--- config.mk ---
export PLATFORM = sky130hd
export DESIGN_NAME = instr_encoder_flat
export DESIGN_NICKNAME = d
export VERILOG_FILES = /design/src/rtl/instr_encoder_if.sv /design/src/rtl/instr_encoder.sv /design/src/flat_wrapper.sv
export SDC_FILE = /design/constraint.sdc
export NUM_CORES = 1
export LEC_CHECK = 0
export ABC_CLOCK_PERIOD_IN_PS = 1950
export CAP_MARGIN = 20
export CORE_ASPECT_RATIO = 1.1
export CORE_MARGIN = 2
export CORE_UTILIZATION = 42
export CTS_CLUSTER_DIAMETER = 50
export DETAILED_ROUTE_END_ITERATION = 8
export HOLD_SLACK_MARGIN = 0.15
export PLACE_DENSITY_LB_ADDON = 0.25
export SLEW_MARGIN = 10
export SYNTH_ARGS = -nofsm -noshare
export SYNTH_HDL_FRONTEND = slang
export SYNTH_SLANG_ARGS = --single-unit
--- constraint.sdc ---
create_clock -name clk -period 1.95 [get_ports clk]
set_clock_uncertainty 0.15 [all_clocks]
set_input_delay 0.4875 -clock clk [delete_from_list [all_inputs] [get_ports clk]]
set_output_delay 0.4875 -clock clk [all_outputs]
set_load 0.02 [all_outputs]
--- src/rtl/instr_encoder_if.sv ---
// Request/response bundle for instr_encoder: decoded-operation request channel
// and encoded-word response channel, each a valid/ready handshake.
interface instr_encoder_if;
    logic        in_valid;
    logic        in_ready;
    logic [3:0]  in_op;
    logic [4:0]  in_rd;
    logic [4:0]  in_rs1;
    logic [4:0]  in_rs2;
    logic [31:0] in_imm;
    logic        out_valid;
    logic        out_ready;
    logic [31:0] out_instr;
    logic        out_err;

    // Producer of requests / consumer of encoded words.
    modport master (
        output in_valid, in_op, in_rd, in_rs1, in_rs2, in_imm, out_ready,
        input  in_ready, out_valid, out_instr, out_err
    );

    // The encoder itself.
    modport slave (
        input  in_valid, in_op, in_rd, in_rs1, in_rs2, in_imm, out_ready,
        output in_ready, out_valid, out_instr, out_err
    );
endinterface

--- src/rtl/instr_encoder.sv ---
// RV64 instruction encoder: decoded op -> 32-bit machine word, with optional
// two-word LI expansion (lui+addi) enabled by INSTR_ENCODER_LI_EXPAND_EN.
module instr_encoder (
    input  logic           clk,
    input  logic           reset_n,
    instr_encoder_if.slave bus
);

    localparam logic [3:0] OP_ADD   = 4'd0;
    localparam logic [3:0] OP_SUB   = 4'd1;
    localparam logic [3:0] OP_XOR   = 4'd2;
    localparam logic [3:0] OP_OR    = 4'd3;
    localparam logic [3:0] OP_AND   = 4'd4;
    localparam logic [3:0] OP_ADDI  = 4'd5;
    localparam logic [3:0] OP_XORI  = 4'd6;
    localparam logic [3:0] OP_ORI   = 4'd7;
    localparam logic [3:0] OP_ANDI  = 4'd8;
    localparam logic [3:0] OP_LUI   = 4'd9;
    localparam logic [3:0] OP_AUIPC = 4'd10;
    localparam logic [3:0] OP_JAL   = 4'd11;
    localparam logic [3:0] OP_BEQ   = 4'd12;
    localparam logic [3:0] OP_LD    = 4'd13;
    localparam logic [3:0] OP_SD    = 4'd14;
    localparam logic [3:0] OP_LI    = 4'd15;

    localparam logic [6:0] OPC_OP     = 7'b0110011;
    localparam logic [6:0] OPC_OPIMM  = 7'b0010011;
    localparam logic [6:0] OPC_LOAD   = 7'b0000011;
    localparam logic [6:0] OPC_STORE  = 7'b0100011;
    localparam logic [6:0] OPC_BRANCH = 7'b1100011;
    localparam logic [6:0] OPC_LUI    = 7'b0110111;
    localparam logic [6:0] OPC_AUIPC  = 7'b0010111;
    localparam logic [6:0] OPC_JAL    = 7'b1101111;

    localparam logic [1:0] ST_IDLE = 2'd0;
    localparam logic [1:0] ST_ONE  = 2'd1;
    localparam logic [1:0] ST_HI   = 2'd2;

    function automatic logic [31:0] enc_r(input logic [6:0] f7, input logic [4:0] rs2,
                                          input logic [4:0] rs1, input logic [2:0] f3,
                                          input logic [4:0] rd, input logic [6:0] opc);
        return {f7, rs2, rs1, f3, rd, opc};
    endfunction

    function automatic logic [31:0] enc_i(input logic [11:0] imm, input logic [4:0] rs1,
                                          input logic [2:0] f3, input logic [4:0] rd,
                                          input logic [6:0] opc);
        return {imm, rs1, f3, rd, opc};
    endfunction

    function automatic logic [31:0] enc_s(input logic [11:0] imm, input logic [4:0] rs2,
                                          input logic [4:0] rs1, input logic [2:0] f3);
        return {imm[11:5], rs2, rs1, f3, imm[4:0], OPC_STORE};
    endfunction

    function automatic logic [31:0] enc_b(input logic [12:0] imm, input logic [4:0] rs2,
                                          input logic [4:0] rs1, input logic [2:0] f3);
        return {imm[12], imm[10:5], rs2, rs1, f3, imm[4:1], imm[11], OPC_BRANCH};
    endfunction

    function automatic logic [31:0] enc_j(input logic [20:0] imm, input logic [4:0] rd);
        return {imm[20], imm[10:1], imm[11], imm[19:12], rd, OPC_JAL};
    endfunction

    function automatic logic [31:0] enc_u(input logic [19:0] imm, input logic [4:0] rd,
                                          input logic [6:0] opc);
        return {imm, rd, opc};
    endfunction

    logic [1:0]  state_q, state_d;
    logic [31:0] instr_q, instr_d;
    logic        err_q, err_d;
`ifdef INSTR_ENCODER_LI_EXPAND_EN
    logic [31:0] pend_q, pend_d;
    logic [31:0] second_word;
    logic        two_word;
    logic [31:0] li_hi;
`endif

    logic [31:0] imm;
    logic        fit12, fit13, fit21;
    logic [2:0]  alu_f3;
    logic [31:0] first_word;
    logic        first_err;
    logic        accept;

    assign imm   = bus.in_imm;
    assign fit12 = (imm[31:11] == {21{imm[11]}});
    assign fit13 = (imm[31:12] == {20{imm[12]}});
    assign fit21 = (imm[31:20] == {12{imm[20]}});
`ifdef INSTR_ENCODER_LI_EXPAND_EN
    // Rounding constant compensates for addi sign-extending the low 12 bits.
    assign li_hi = imm + 32'h0000_0800;
`endif

    always_comb begin
        case (bus.in_op)
            OP_XOR, OP_XORI: alu_f3 = 3'b100;
            OP_OR,  OP_ORI:  alu_f3 = 3'b110;
            OP_AND, OP_ANDI: alu_f3 = 3'b111;
            default:         alu_f3 = 3'b000;
        endcase
    end

    always_comb begin
        first_word = '0;
        first_err  = 1'b0;
`ifdef INSTR_ENCODER_LI_EXPAND_EN
        second_word = '0;
        two_word    = 1'b0;
`endif
        case (bus.in_op)
            OP_ADD, OP_XOR, OP_OR, OP_AND:
                first_word = enc_r(7'b0000000, bus.in_rs2, bus.in_rs1, alu_f3, bus.in_rd, OPC_OP);
            OP_SUB:
                first_word = enc_r(7'b0100000, bus.in_rs2, bus.in_rs1, alu_f3, bus.in_rd, OPC_OP);
            OP_ADDI, OP_XORI, OP_ORI, OP_ANDI: begin
                first_word = enc_i(imm[11:0], bus.in_rs1, alu_f3, bus.in_rd, OPC_OPIMM);
                first_err  = !fit12;
            end
            OP_LUI:
                first_word = enc_u(imm[31:12], bus.in_rd, OPC_LUI);
            OP_AUIPC:
                first_word = enc_u(imm[31:12], bus.in_rd, OPC_AUIPC);
            OP_JAL: begin
                first_word = enc_j(imm[20:0], bus.in_rd);
                first_err  = !fit21 || imm[0];
            end
            OP_BEQ: begin
                first_word = enc_b(imm[12:0], bus.in_rs2, bus.in_rs1, 3'b000);
                first_err  = !fit13 || imm[0];
            end
            OP_LD: begin
                first_word = enc_i(imm[11:0], bus.in_rs1, 3'b011, bus.in_rd, OPC_LOAD);
                first_err  = !fit12;
            end
            OP_SD: begin
                first_word = enc_s(imm[11:0], bus.in_rs2, bus.in_rs1, 3'b011);
                first_err  = !fit12;
            end
            OP_LI: begin
`ifdef INSTR_ENCODER_LI_EXPAND_EN
                if (fit12) begin
                    first_word = enc_i(imm[11:0], 5'd0, 3'b000, bus.in_rd, OPC_OPIMM);
                end else begin
                    two_word    = 1'b1;
                    first_word  = enc_u(li_hi[31:12], bus.in_rd, OPC_LUI);
                    second_word = enc_i(imm[11:0], bus.in_rd, 3'b000, bus.in_rd, OPC_OPIMM);
                end
`else
                first_word = enc_i(imm[11:0], 5'd0, 3'b000, bus.in_rd, OPC_OPIMM);
                first_err  = !fit12;
`endif
            end
            default: begin
                first_word = '0;
                first_err  = 1'b0;
            end
        endcase
    end

    assign bus.in_ready  = (state_q == ST_IDLE) || ((state_q == ST_ONE) && bus.out_ready);
    assign bus.out_valid = (state_q != ST_IDLE);
    assign bus.out_instr = instr_q;
    assign bus.out_err   = err_q;
    assign accept        = bus.in_valid && bus.in_ready;

    always_comb begin
        state_d = state_q;
        instr_d = instr_q;
        err_d   = err_q;
`ifdef INSTR_ENCODER_LI_EXPAND_EN
        pend_d  = pend_q;
`endif
        case (state_q)
            ST_IDLE, ST_ONE: begin
                // In ONE, accept implies out_ready, so the new word replaces
                // the old one at the same edge the old one is handed off.
                if (accept) begin
                    instr_d = first_word;
                    err_d   = first_err;
`ifdef INSTR_ENCODER_LI_EXPAND_EN
                    pend_d  = second_word;
                    state_d = two_word ? ST_HI : ST_ONE;
`else
                    state_d = ST_ONE;
`endif
                end else if ((state_q == ST_ONE) && bus.out_ready) begin
                    state_d = ST_IDLE;
                end
            end
            ST_HI: begin
`ifdef INSTR_ENCODER_LI_EXPAND_EN
                if (bus.out_ready) begin
                    instr_d = pend_q;
                    err_d   = 1'b0;
                    state_d = ST_ONE;
                end
`else
                state_d = ST_IDLE;
`endif
            end
            default: state_d = ST_IDLE;
        endcase
    end

    always_ff @(posedge clk or negedge reset_n) begin
        if (!reset_n) begin
            state_q <= ST_IDLE;
            instr_q <= '0;
            err_q   <= 1'b0;
`ifdef INSTR_ENCODER_LI_EXPAND_EN
            pend_q  <= '0;
`endif
        end else begin
            state_q <= state_d;
            instr_q <= instr_d;
            err_q   <= err_d;
`ifdef INSTR_ENCODER_LI_EXPAND_EN
            pend_q  <= pend_d;
`endif
        end
    end

endmodule

--- src/flat_wrapper.sv ---
// flat-port wrapper written by rule: the top's interface ports become plain ports
module instr_encoder_flat 
  (clk, reset_n, bus_in_valid, bus_in_op, bus_in_rd, bus_in_rs1, bus_in_rs2, bus_in_imm, bus_out_ready, bus_in_ready, bus_out_valid, bus_out_instr, bus_out_err);
  instr_encoder_if bus_i ();
  input  logic clk;
  input  logic reset_n;
  input wire logic [$bits(bus_i.in_valid)-1:0] bus_in_valid;
  input wire logic [$bits(bus_i.in_op)-1:0] bus_in_op;
  input wire logic [$bits(bus_i.in_rd)-1:0] bus_in_rd;
  input wire logic [$bits(bus_i.in_rs1)-1:0] bus_in_rs1;
  input wire logic [$bits(bus_i.in_rs2)-1:0] bus_in_rs2;
  input wire logic [$bits(bus_i.in_imm)-1:0] bus_in_imm;
  input wire logic [$bits(bus_i.out_ready)-1:0] bus_out_ready;
  output wire logic [$bits(bus_i.in_ready)-1:0] bus_in_ready;
  output wire logic [$bits(bus_i.out_valid)-1:0] bus_out_valid;
  output wire logic [$bits(bus_i.out_instr)-1:0] bus_out_instr;
  output wire logic [$bits(bus_i.out_err)-1:0] bus_out_err;
  assign bus_i.in_valid = bus_in_valid;
  assign bus_i.in_op = bus_in_op;
  assign bus_i.in_rd = bus_in_rd;
  assign bus_i.in_rs1 = bus_in_rs1;
  assign bus_i.in_rs2 = bus_in_rs2;
  assign bus_i.in_imm = bus_in_imm;
  assign bus_i.out_ready = bus_out_ready;
  assign bus_in_ready = bus_i.in_ready;
  assign bus_out_valid = bus_i.out_valid;
  assign bus_out_instr = bus_i.out_instr;
  assign bus_out_err = bus_i.out_err;
  instr_encoder u_core (.clk(clk), .reset_n(reset_n), .bus(bus_i));
endmodule
==> results.yml, run 1 <==
run_status:
  status: "finished clean"
worst_setup_path:
  required_ns: 1.31
  worstPathCellList: "clkdlybuf4s50_1"
  worst_setup_path_end_kind: "output port"
  crit_slowest_cell: "clkdlybuf4s50_1"
  rr_endpoint: "u_core.bus.out_instr[23]"
  rrSetupSlack_ns: 0.42
  arrival_ns: 1.30
  rr_worst_depth: 5
  crit_family: "buffers and inverters"
  r2r_start: "u_core.state_q[0]"
  cp_num_buf_inv: 1
  cp_max_fo: 2
  worstSetupPathType: "reg2out"
  critical_path.startpoint_type: "flop"
  max_stage_delay_ns: 0.62
floorplan:
  initial_core_util_pct: 44.02
  rows: 26
  die_w_um: 70.81
  io_pins: 90
  fp.dieH_um: 77.49
  dieArea_um2: 5486
  core_um2: 4684
global_routing:
  grt_antenna_before_repair: 0
  overflow: 0
  grt_max_degree: 34
  grt_pass1_wl_um: 11870
  grt_pass1_vias: 2486
  grt_usage_pct: 26.88
yosys:
  async_flop_share_pct: 100.0
  synth_cell_types: 42
  ys_seq_elements: 33
  synthTopCellsByCount: "nand2_1 (40), dfrtp_1 (33), o21ai_0 (33)"
  netlist.area_leader.share_pct: 40.05
  ys.flop_type: "dfrtp_1"
  synth_largest_area_cell: "dfrtp_1"
  yosysWarnings: 0
  yosysSeqAreaShare_pct: 40.05
  synthesis.area_um2: 2062
  yosysMostFrequentCell: "nand2_1"
  syn_avg_cell_area_um2: 8.416
  synth_edf_count: 0
  synth.net_count: 300
  syn_inst: 245
  synth.area.top_cells: "dfrtp_1 (40%), o21ai_0 (8.0%), nand2_1 (7.3%)"
pwr:
  p_per_area_nw_per_um2: 613.9
  peakVddDrop_v: 0.0004234
  power_mw: 2.218
  p_leak_nw: 1.648
job:
  maxCapViolCount: 0
clocking:
  hold_buffers: 0
  cts_sinks: 33
  clockRootBuffer: "clkbuf_8"
  clk_latency_ns: 0.28
  clk_pin_slew_worst_paths_ns: 0.07
  tritoncts: "built"
  h-tree-depth: 2
  clock_path_buffers: 2
  cts_buffers: 5
finish:
  areaGrowthSynthToFinish_pct: 75.18
  antenna_cells: 0
  final_cells: 444
  drive_gt1_share_pct: 23.97
  n_fill_cell: 364
  final_core_util_pct: 77.11
  final_area_um2: 3612
  layout.nets: 443
hold_path:
  whs_endpoint: "u_core.bus.out_instr[2]"
  hold_start: "u_core.bus.out_instr[2]"
  holdPathStages: 1
  hold_class: "reg2reg"
timing:
  max_freq_mhz: 516.7
  tightest_slew_ns: 0.4383
  hold_viol_final: 0
  whs_ns: 0.3243
  final.min_clock_period_ns: 1.935
  slew_viol_final: 0
  period_share_pct: 99.24
  tns_ns: 0
  setup_viol: 0
  layout_setup_ws_ns: 0.01482
  slew_headroom_pct: 70.78
route:
  postRouteWirelength_um: 7243
  vias_per_cell: 5.640
  drc: 0
  dr.pass1.iters: 5
  via_count: 2504
  drt_iter0_drc: 182
  wl_per_cell_um: 16.31
  ant_nets: 0
placed_design:
  hpwlAfterDp_um: 5540
  place_congestion: 0.9188
  post-place-ws_ns: -0.6257
  io_buffer_count: 89
  placed_cell_area_um2: 3423
  place_inst: 436
==> placed cells by master (no fill, tap or decap), types with 5 or more instances in the layout <==
master,Yosys,layout
a21oi_1,6,5
mux2i_1,11,11
a222oi_1,5,5
clkdlybuf4s50_1,0,64
o22ai_1,5,5
clkdlybuf4s15_1,0,6
a22oi_1,18,18
nand2_1,40,39
dlygate4sd2_1,0,12
o21ai_0,33,32
dfrtp_1,33,33
inv_1,8,8
buf_4,1,62
nand4_1,5,5
nor2_1,11,11
clkbuf_8,0,6
==> worst max-delay path by stage <==
| stage | from | to | slack (ns) | cells past startpoint |
|---|---|---|---|---|
| after floorplan | bus_in_imm[29] | u_core.bus.out_err | 0.01 | 5 |
| after global placement | bus_in_imm[29] | u_core.bus.out_err | -0.57 | 6 |
| after detailed placement | bus_in_imm[24] | u_core.bus.out_err | -0.63 | 6 |
| after CTS | bus_in_imm[23] | u_core.bus.out_err | 0.003 | 6 |
| after global routing | bus_in_op[1] | u_core.bus.out_instr[20] | -0.009 | 7 |
| final | u_core.bus.out_err | bus_out_err | 0.01 | 1 |
==> report_power, final <==
| part | switching, mW | total, mW | internal, mW | leakage [nW] |
|---|---|---|---|---|
| Clock | 0.246 | 0.526 | 0.280 | 0.0443 |
| Combinational | 0.422 | 0.860 | 0.439 | 1.19 |
| Sequential | 0.0524 | 0.831 | 0.779 | 0.409 |
==> cells by family (layout without fill, tap and decap cells) <==
| group | count (synthesis) | after routing | synth area share (%) |
|---|---|---|---|
| adders and majority gates | 1 | 1 | 0.4855 |
| buffers and inverters | 25 | 168 | 4.976 |
| and+or+nand+nor | 86 | 86 | 19.66 |
| DFF | 33 | 33 | 40.05 |
| xor gates and xnor gates | 3 | 3 | 1.275 |
| muxes | 12 | 12 | 5.886 |
| AOI/OAI and AO/OA | 85 | 85 | 27.67 |
==> area by class of cell <==
class / instances / area, µm² / share of cell area (%)
Timing Repair Buffer: 153 / 1358 / 37.58
Sequential cell: 33 / 825.8 / 22.86
Tap cell: 56 / 70.07 / 1.940
Clock buffer: 7 / 86.33 / 2.390
Inverter: 8 / 30.03 / 0.8313
Multi-Input combinational cell: 187 / 1242 / 34.40
==> repair_timing <==
item                                   CTS  global route
pin swaps                                8            10
buffers inserted                         1             0
setup endpoints to repair               23            17
endpoints found under the hold margin    0             0
resized for setup                       42            24
==> state kept, by name, summed over array words and instances, names as in the netlist <==
register	cells
u_core.state_q	1
u_core.bus.out_err	1
u_core.bus.out_instr	31
==> routing by layer <==
layer  vias up  share of wire (%)  track usage [%]
met5         -                  0                0
met3        15                6.6            5.584
met4         0                2.1            8.491
li1       1205                  -                -
met1      1175                 41            33.80
met2       109                 50            45.98
(Power assumes the default switching activity.)
==> run 2: changes to the inputs <==
--- a/config.mk
+++ b/config.mk
@@ -13,7 +13,8 @@
 export CTS_CLUSTER_DIAMETER = 50
 export DETAILED_ROUTE_END_ITERATION = 8
 export HOLD_SLACK_MARGIN = 0.15
-export PLACE_DENSITY_LB_ADDON = 0.25
+export PLACE_DENSITY = 0.92
+export SKIP_CTS_REPAIR_TIMING = 1
 export SLEW_MARGIN = 10
 export SYNTH_ARGS = -nofsm -noshare
 export SYNTH_HDL_FRONTEND = slang
==> run 2 against run 1 <==
  * The flow now finishes with violations (negative setup slack)
  * Maximum frequency fell by 3.0%
  * Hold slack better by 0.0048 ns
  * Clock power up 31%
  * Via count up 8.8%
  * Highest routed layer unchanged
==> results.yml, run 2 (same netlist as run 1, synthesis figures left out) <==
run_status:
  status: "finished, violations left"
  violations: "negative setup slack"
placed_design:
  post-place-ws_ns: -0.6257
  place_inst: 434
  io_buffer_count: 89
  place_congestion: 0.9863
  hpwlAfterDp_um: 5612
  placed_cell_area_um2: 3408
route:
  wl_per_cell_um: 19.29
  postRouteWirelength_um: 8525
  ant_nets: 0
  drt_iter0_drc: 320
  vias_per_cell: 6.165
  drc: 0
  dr.pass1.iters: 5
  via_count: 2725
timing:
  tightest_slew_ns: 0.4389
  final.min_clock_period_ns: 1.996
  slew_headroom_pct: 70.74
  max_freq_mhz: 501.0
  slew_viol_final: 0
  hold_viol_final: 0
  layout_setup_ws_ns: -0.04589
  period_share_pct: 102.4
  setup_viol: 2
global_routing:
  grt_pass1_wl_um: 12570
  grt_max_degree: 34
  overflow: 0
  grt_usage_pct: 28.50
  grt_pass1_vias: 2695
  grt_antenna_before_repair: 0
pwr:
  swShare_pct: 32.10
  intPower_mw: 1.637
  power_mw: 2.410
  combinationalPowerShare_pct: 36.7
  p_per_area_nw_per_um2: 659.3
  peakVddDrop_v: 0.0004430
  p_leak_nw: 1.775
  clkPwrFrac_pct: 28.6
  p_seq_share_pct: 34.7
  p_switching_mw: 0.7737
worst_setup_path:
  max_stage_delay_ns: 0.63
  crit_slowest_cell: "clkdlybuf4s50_1"
  arrival_ns: 1.36
  cp_max_fo: 2
  rrSetupSlack_ns: 0.31
  rr_worst_depth: 7
  cp_num_buf_inv: 1
  worstSetupPathType: "reg2out"
  required_ns: 1.31
  worst_setup_path_end_kind: "output port"
  cp_num_cells: 1
  crit_family: "buffers and inverters"
  rr_endpoint: "u_core.bus.out_instr[19]"
  r2r_start: "u_core.state_q[0]"
  worstPathCellList: "clkdlybuf4s50_1"
  critical_path.startpoint_type: "flop"
clocking:
  clk_pin_slew_worst_paths_ns: 0.08
  clock_path_buffers: 2
  cts_sinks: 33
  clockRootBuffer: "clkbuf_8"
  cts_buffers: 5
  clk_latency_ns: 0.28
  tritoncts: "built"
  h-tree-depth: 2
finish:
  final_common_cell: "clkdlybuf4s50_1"
  antenna_cells: 0
  final_area_um2: 3656
  largest_reg_flops: 31
  final_core_util_pct: 78.04
  multi_input_area_um2: 1217
  areaGrowthSynthToFinish_pct: 77.31
  seq_area_um2: 825.8
  layout.nets: 440
  drive_gt1_share_pct: 22.80
  mostFrequentLayoutCells: "clkdlybuf4s50_1 (64), buf_4 (59), nand2_1 (39)"
  final_cells: 442
  n_fill_cell: 319
hold_path:
  hold_start: "u_core.bus.out_instr[2]"
  hold_class: "reg2reg"
  holdPathStages: 1
  whs_endpoint: "u_core.bus.out_instr[2]"
floorplan:
  dieArea_um2: 5486
  initial_core_util_pct: 44.02
  fp.dieH_um: 77.49
  die_w_um: 70.81
  rows: 26
  io_pins: 90
  core_um2: 4684
job:
  maxCapViolCount: 0
## run 2: cell types whose count changed in the layout (fill, tap and decap cells not counted), moves of 2 or more
cell	delta
buf_4	-3
clkdlybuf4s15_1	-6
dlygate4sd2_1	-12
dlymetal6s2s_1	+19
nor3_2	+2
nor3_4	-3
## run 2: worst max-delay path by stage
stage	start	to	slack (ns)
6_report	u_core.bus.out_instr[29]	bus_out_instr[29]	-0.05
5_1_grt	u_core.bus.out_instr[29]	bus_out_instr[29]	-0.07
3_3_place_gp	bus_in_imm[29]	u_core.bus.out_err	-0.54
3_5_place_dp	bus_in_imm[29]	u_core.bus.out_err	-0.63
2_1_floorplan	bus_in_imm[29]	u_core.bus.out_err	0.01
4_1_cts	bus_out_ready	bus_in_ready	-0.38
## run 2: cell type report
type | instances | share of cell area (%)
inverter | 8 | 0.8214
clock inverter | 1 | 0.8214
tap | 56 | 1.916
timing repair buffer | 150 | 38.19
multi-input combinational | 187 | 33.30
clock buffer | 7 | 2.361
sequential | 33 | 22.59
## run 2: through the flow
step / TNS [ns] / hold slack [ns]
after floorplan: 0 / 0.04191
after global placement: -9.876 / 0.3110
after detailed placement: -11.76 / 0.3144
after CTS: -3.752 / 0.3304
after global routing: -0.1953 / 0.3645
final: -0.05222 / 0.3291
## run 2: routing by layer
layer | up-vias | track usage [%] | share of wire [%]
met5 | - | 0 | 0
met2 | 206 | 50.19 | 50
met3 | 45 | 5.325 | 9.7
met4 | 0 | 11.13 | 5.0
li1 | 1194 | - | -
met1 | 1280 | 33.99 | 36
## run 2: power groups by stage
| stage | Sequential, mW | Combinational, mW | Clock [mW] |
|---|---|---|---|
| after global routing | 0.848 | 0.938 | 0.720 |
| after floorplan | 0.957 | 0.234 | 0 |
| after CTS | 0.831 | 0.857 | 0.685 |
| after global placement | 0.841 | 0.823 | 0 |
| final | 0.835 | 0.884 | 0.691 |
| after detailed placement | 0.841 | 0.849 | 0 |
==> run 3: changes to the inputs <==
--- a/config.mk
+++ b/config.mk
@@ -8,7 +8,6 @@
 export ABC_CLOCK_PERIOD_IN_PS = 1950
 export CAP_MARGIN = 20
 export CORE_ASPECT_RATIO = 1.1
-export CORE_MARGIN = 2
 export CORE_UTILIZATION = 42
 export CTS_CLUSTER_DIAMETER = 50
 export DETAILED_ROUTE_END_ITERATION = 8
==> run 3 against run 2 <==
  * The flow now finishes without violations
  * Worst setup slack improved by 0.049 ns
  * Critical path depth grew 7
  * Via count down 2.2%
  * Register-to-register slack improved by 0.04 ns
  * Wire length decreased by 4.5%
  * Cell area increased by 0.82%
  * Core utilization is 0.64 points higher
  * Clock power shrank 26%
==> results.yml, run 3 (same netlist as run 1, synthesis figures left out) <==
clocking:
  clock_path_buffers: 2
  cts_sinks: 33
  tritoncts: "built"
  clockRootBuffer: "clkbuf_8"
  clk_latency_ns: 0.29
  cts_buffers: 5
  h-tree-depth: 2
  clk_pin_slew_worst_paths_ns: 0.07
global_routing:
  grt_pass1_wl_um: 11200
  overflow: 0
  grt_pass1_vias: 2509
  grt_antenna_before_repair: 0
  grt_max_degree: 34
  grt_usage_pct: 29.41
pwr:
  power_mw: 2.234
  p_leak_nw: 1.805
  peakVddDrop_v: 0.0004607
  p_per_area_nw_per_um2: 606.1
placed_design:
  place_inst: 435
  hpwlAfterDp_um: 5564
  place_congestion: 1.029
  io_buffer_count: 89
  post-place-ws_ns: -0.6506
worst_setup_path:
  required_ns: 1.98
  worst_setup_path_end_kind: "flop"
  cp_num_buf_inv: 3
  crit_family: "compound AO/OA/AOI/OAI gates"
  cp_max_fo: 2
  arrival_ns: 1.98
  critPathMostFrequentCell: "buf_4"
  worstSetupPathType: "in2reg"
  crit_slowest_cell: "a221oi_4"
  critical_path.startpoint_type: "primary input"
  max_stage_delay_ns: 0.36
  worstPathCellList: "dlymetal6s2s_1 -> buf_4 -> nor4_4 -> buf_4 -> nand4_1 -> a221oi_4 -> a311oi_2 -> a211o_1"
timing:
  max_freq_mhz: 513.7
  setup_viol: 0
  period_share_pct: 99.83
  tightest_slew_ns: 0.5285
  hold_viol_final: 0
  whs_ns: 0.3287
  final.min_clock_period_ns: 1.947
  layout_setup_ws_ns: 0.003392
  slew_viol_final: 0
  slew_headroom_pct: 64.58
route:
  wl_per_cell_um: 18.33
  drt_iter0_drc: 217
  via_count: 2665
  vias_per_cell: 6.002
  ant_nets: 0
  dr.pass1.iters: 6
  postRouteWirelength_um: 8138
  drc: 0
finish:
  antenna_cells: 0
  areaGrowthSynthToFinish_pct: 78.76
  layout.nets: 442
  drive_gt1_share_pct: 23.71
  final_core_util_pct: 78.69
  final_cells: 444
  mostFrequentLayoutCells: "clkdlybuf4s50_1 (63), buf_4 (62), nand2_1 (39)"
  largest_reg_flops: 31
  n_fill_cell: 311
  final_common_cell: "clkdlybuf4s50_1"
floorplan:
  io_pins: 90
  die_w_um: 68.81
  initial_core_util_pct: 44.02
  core_um2: 4684
  dieArea_um2: 5194
  fp.dieH_um: 75.49
  rows: 26
job:
  maxCapViolCount: 0
hold_path:
  hold_class: "reg2reg"
run_status:
  status: "finished clean"
[run 3: cell type report]
cell class	instances	area, µm²	share of cell area [%]
timing repair buffer	152	1429	38.76
inverter	8	30.03	0.8147
clock inverter	2	10.01	0.2716
sequential	33	825.8	22.40
tap	56	70.07	1.901
multi-input combinational	187	1249	33.88
clock buffer	6	72.57	1.969
[run 3: report_power, final]
group / internal (mW) / switching (mW)
Clock: 0.247 / 0.266
Sequential: 0.778 / 0.0534
Combinational: 0.446 / 0.442
Total: 1.47 / 0.762
[run 3: metal layers]
layer	vias to the layer above	part of all wire, %	global-route usage [%]
met2	177	50	50.22
li1	1201	-	-
met1	1252	37	32.15
met5	-	0	0
met3	35	9.6	9.132
met4	0	3.5	16.55
[run 3: through the flow]
step	cell area, µm²	setup TNS, ns
2_1_floorplan	2062	0
3_3_place_gp	3428	-9.328
3_5_place_dp	3428	-11.67
4_1_cts	3511	-3.962
5_1_grt	3686	-0.01915
6_report	3686	0
[run 3: final timing paths]
path	from	to	slack [ns]	depth (start not counted)
setup / recovery	bus_in_imm[27]	u_core.bus.out_err	0.003	8
hold / removal	u_core.bus.out_instr[5]	u_core.bus.out_instr[5]	0.33	2
setup reg to reg	u_core.state_q[0]	u_core.bus.out_instr[18]	0.35	6
hold reg to reg	u_core.bus.out_instr[5]	u_core.bus.out_instr[5]	0.33	2
max in group asynchronous	reset_n	u_core.bus.out_instr[26]	0.89	2
min in group asynchronous	reset_n	u_core.bus.out_instr[10]	0.46	2
[run 3: tightest hold or removal path: stages (launching register included)]
cell and delay (ns):
dfrtp_1 0.34, nand2_1 0.05, o31ai_1 0.05
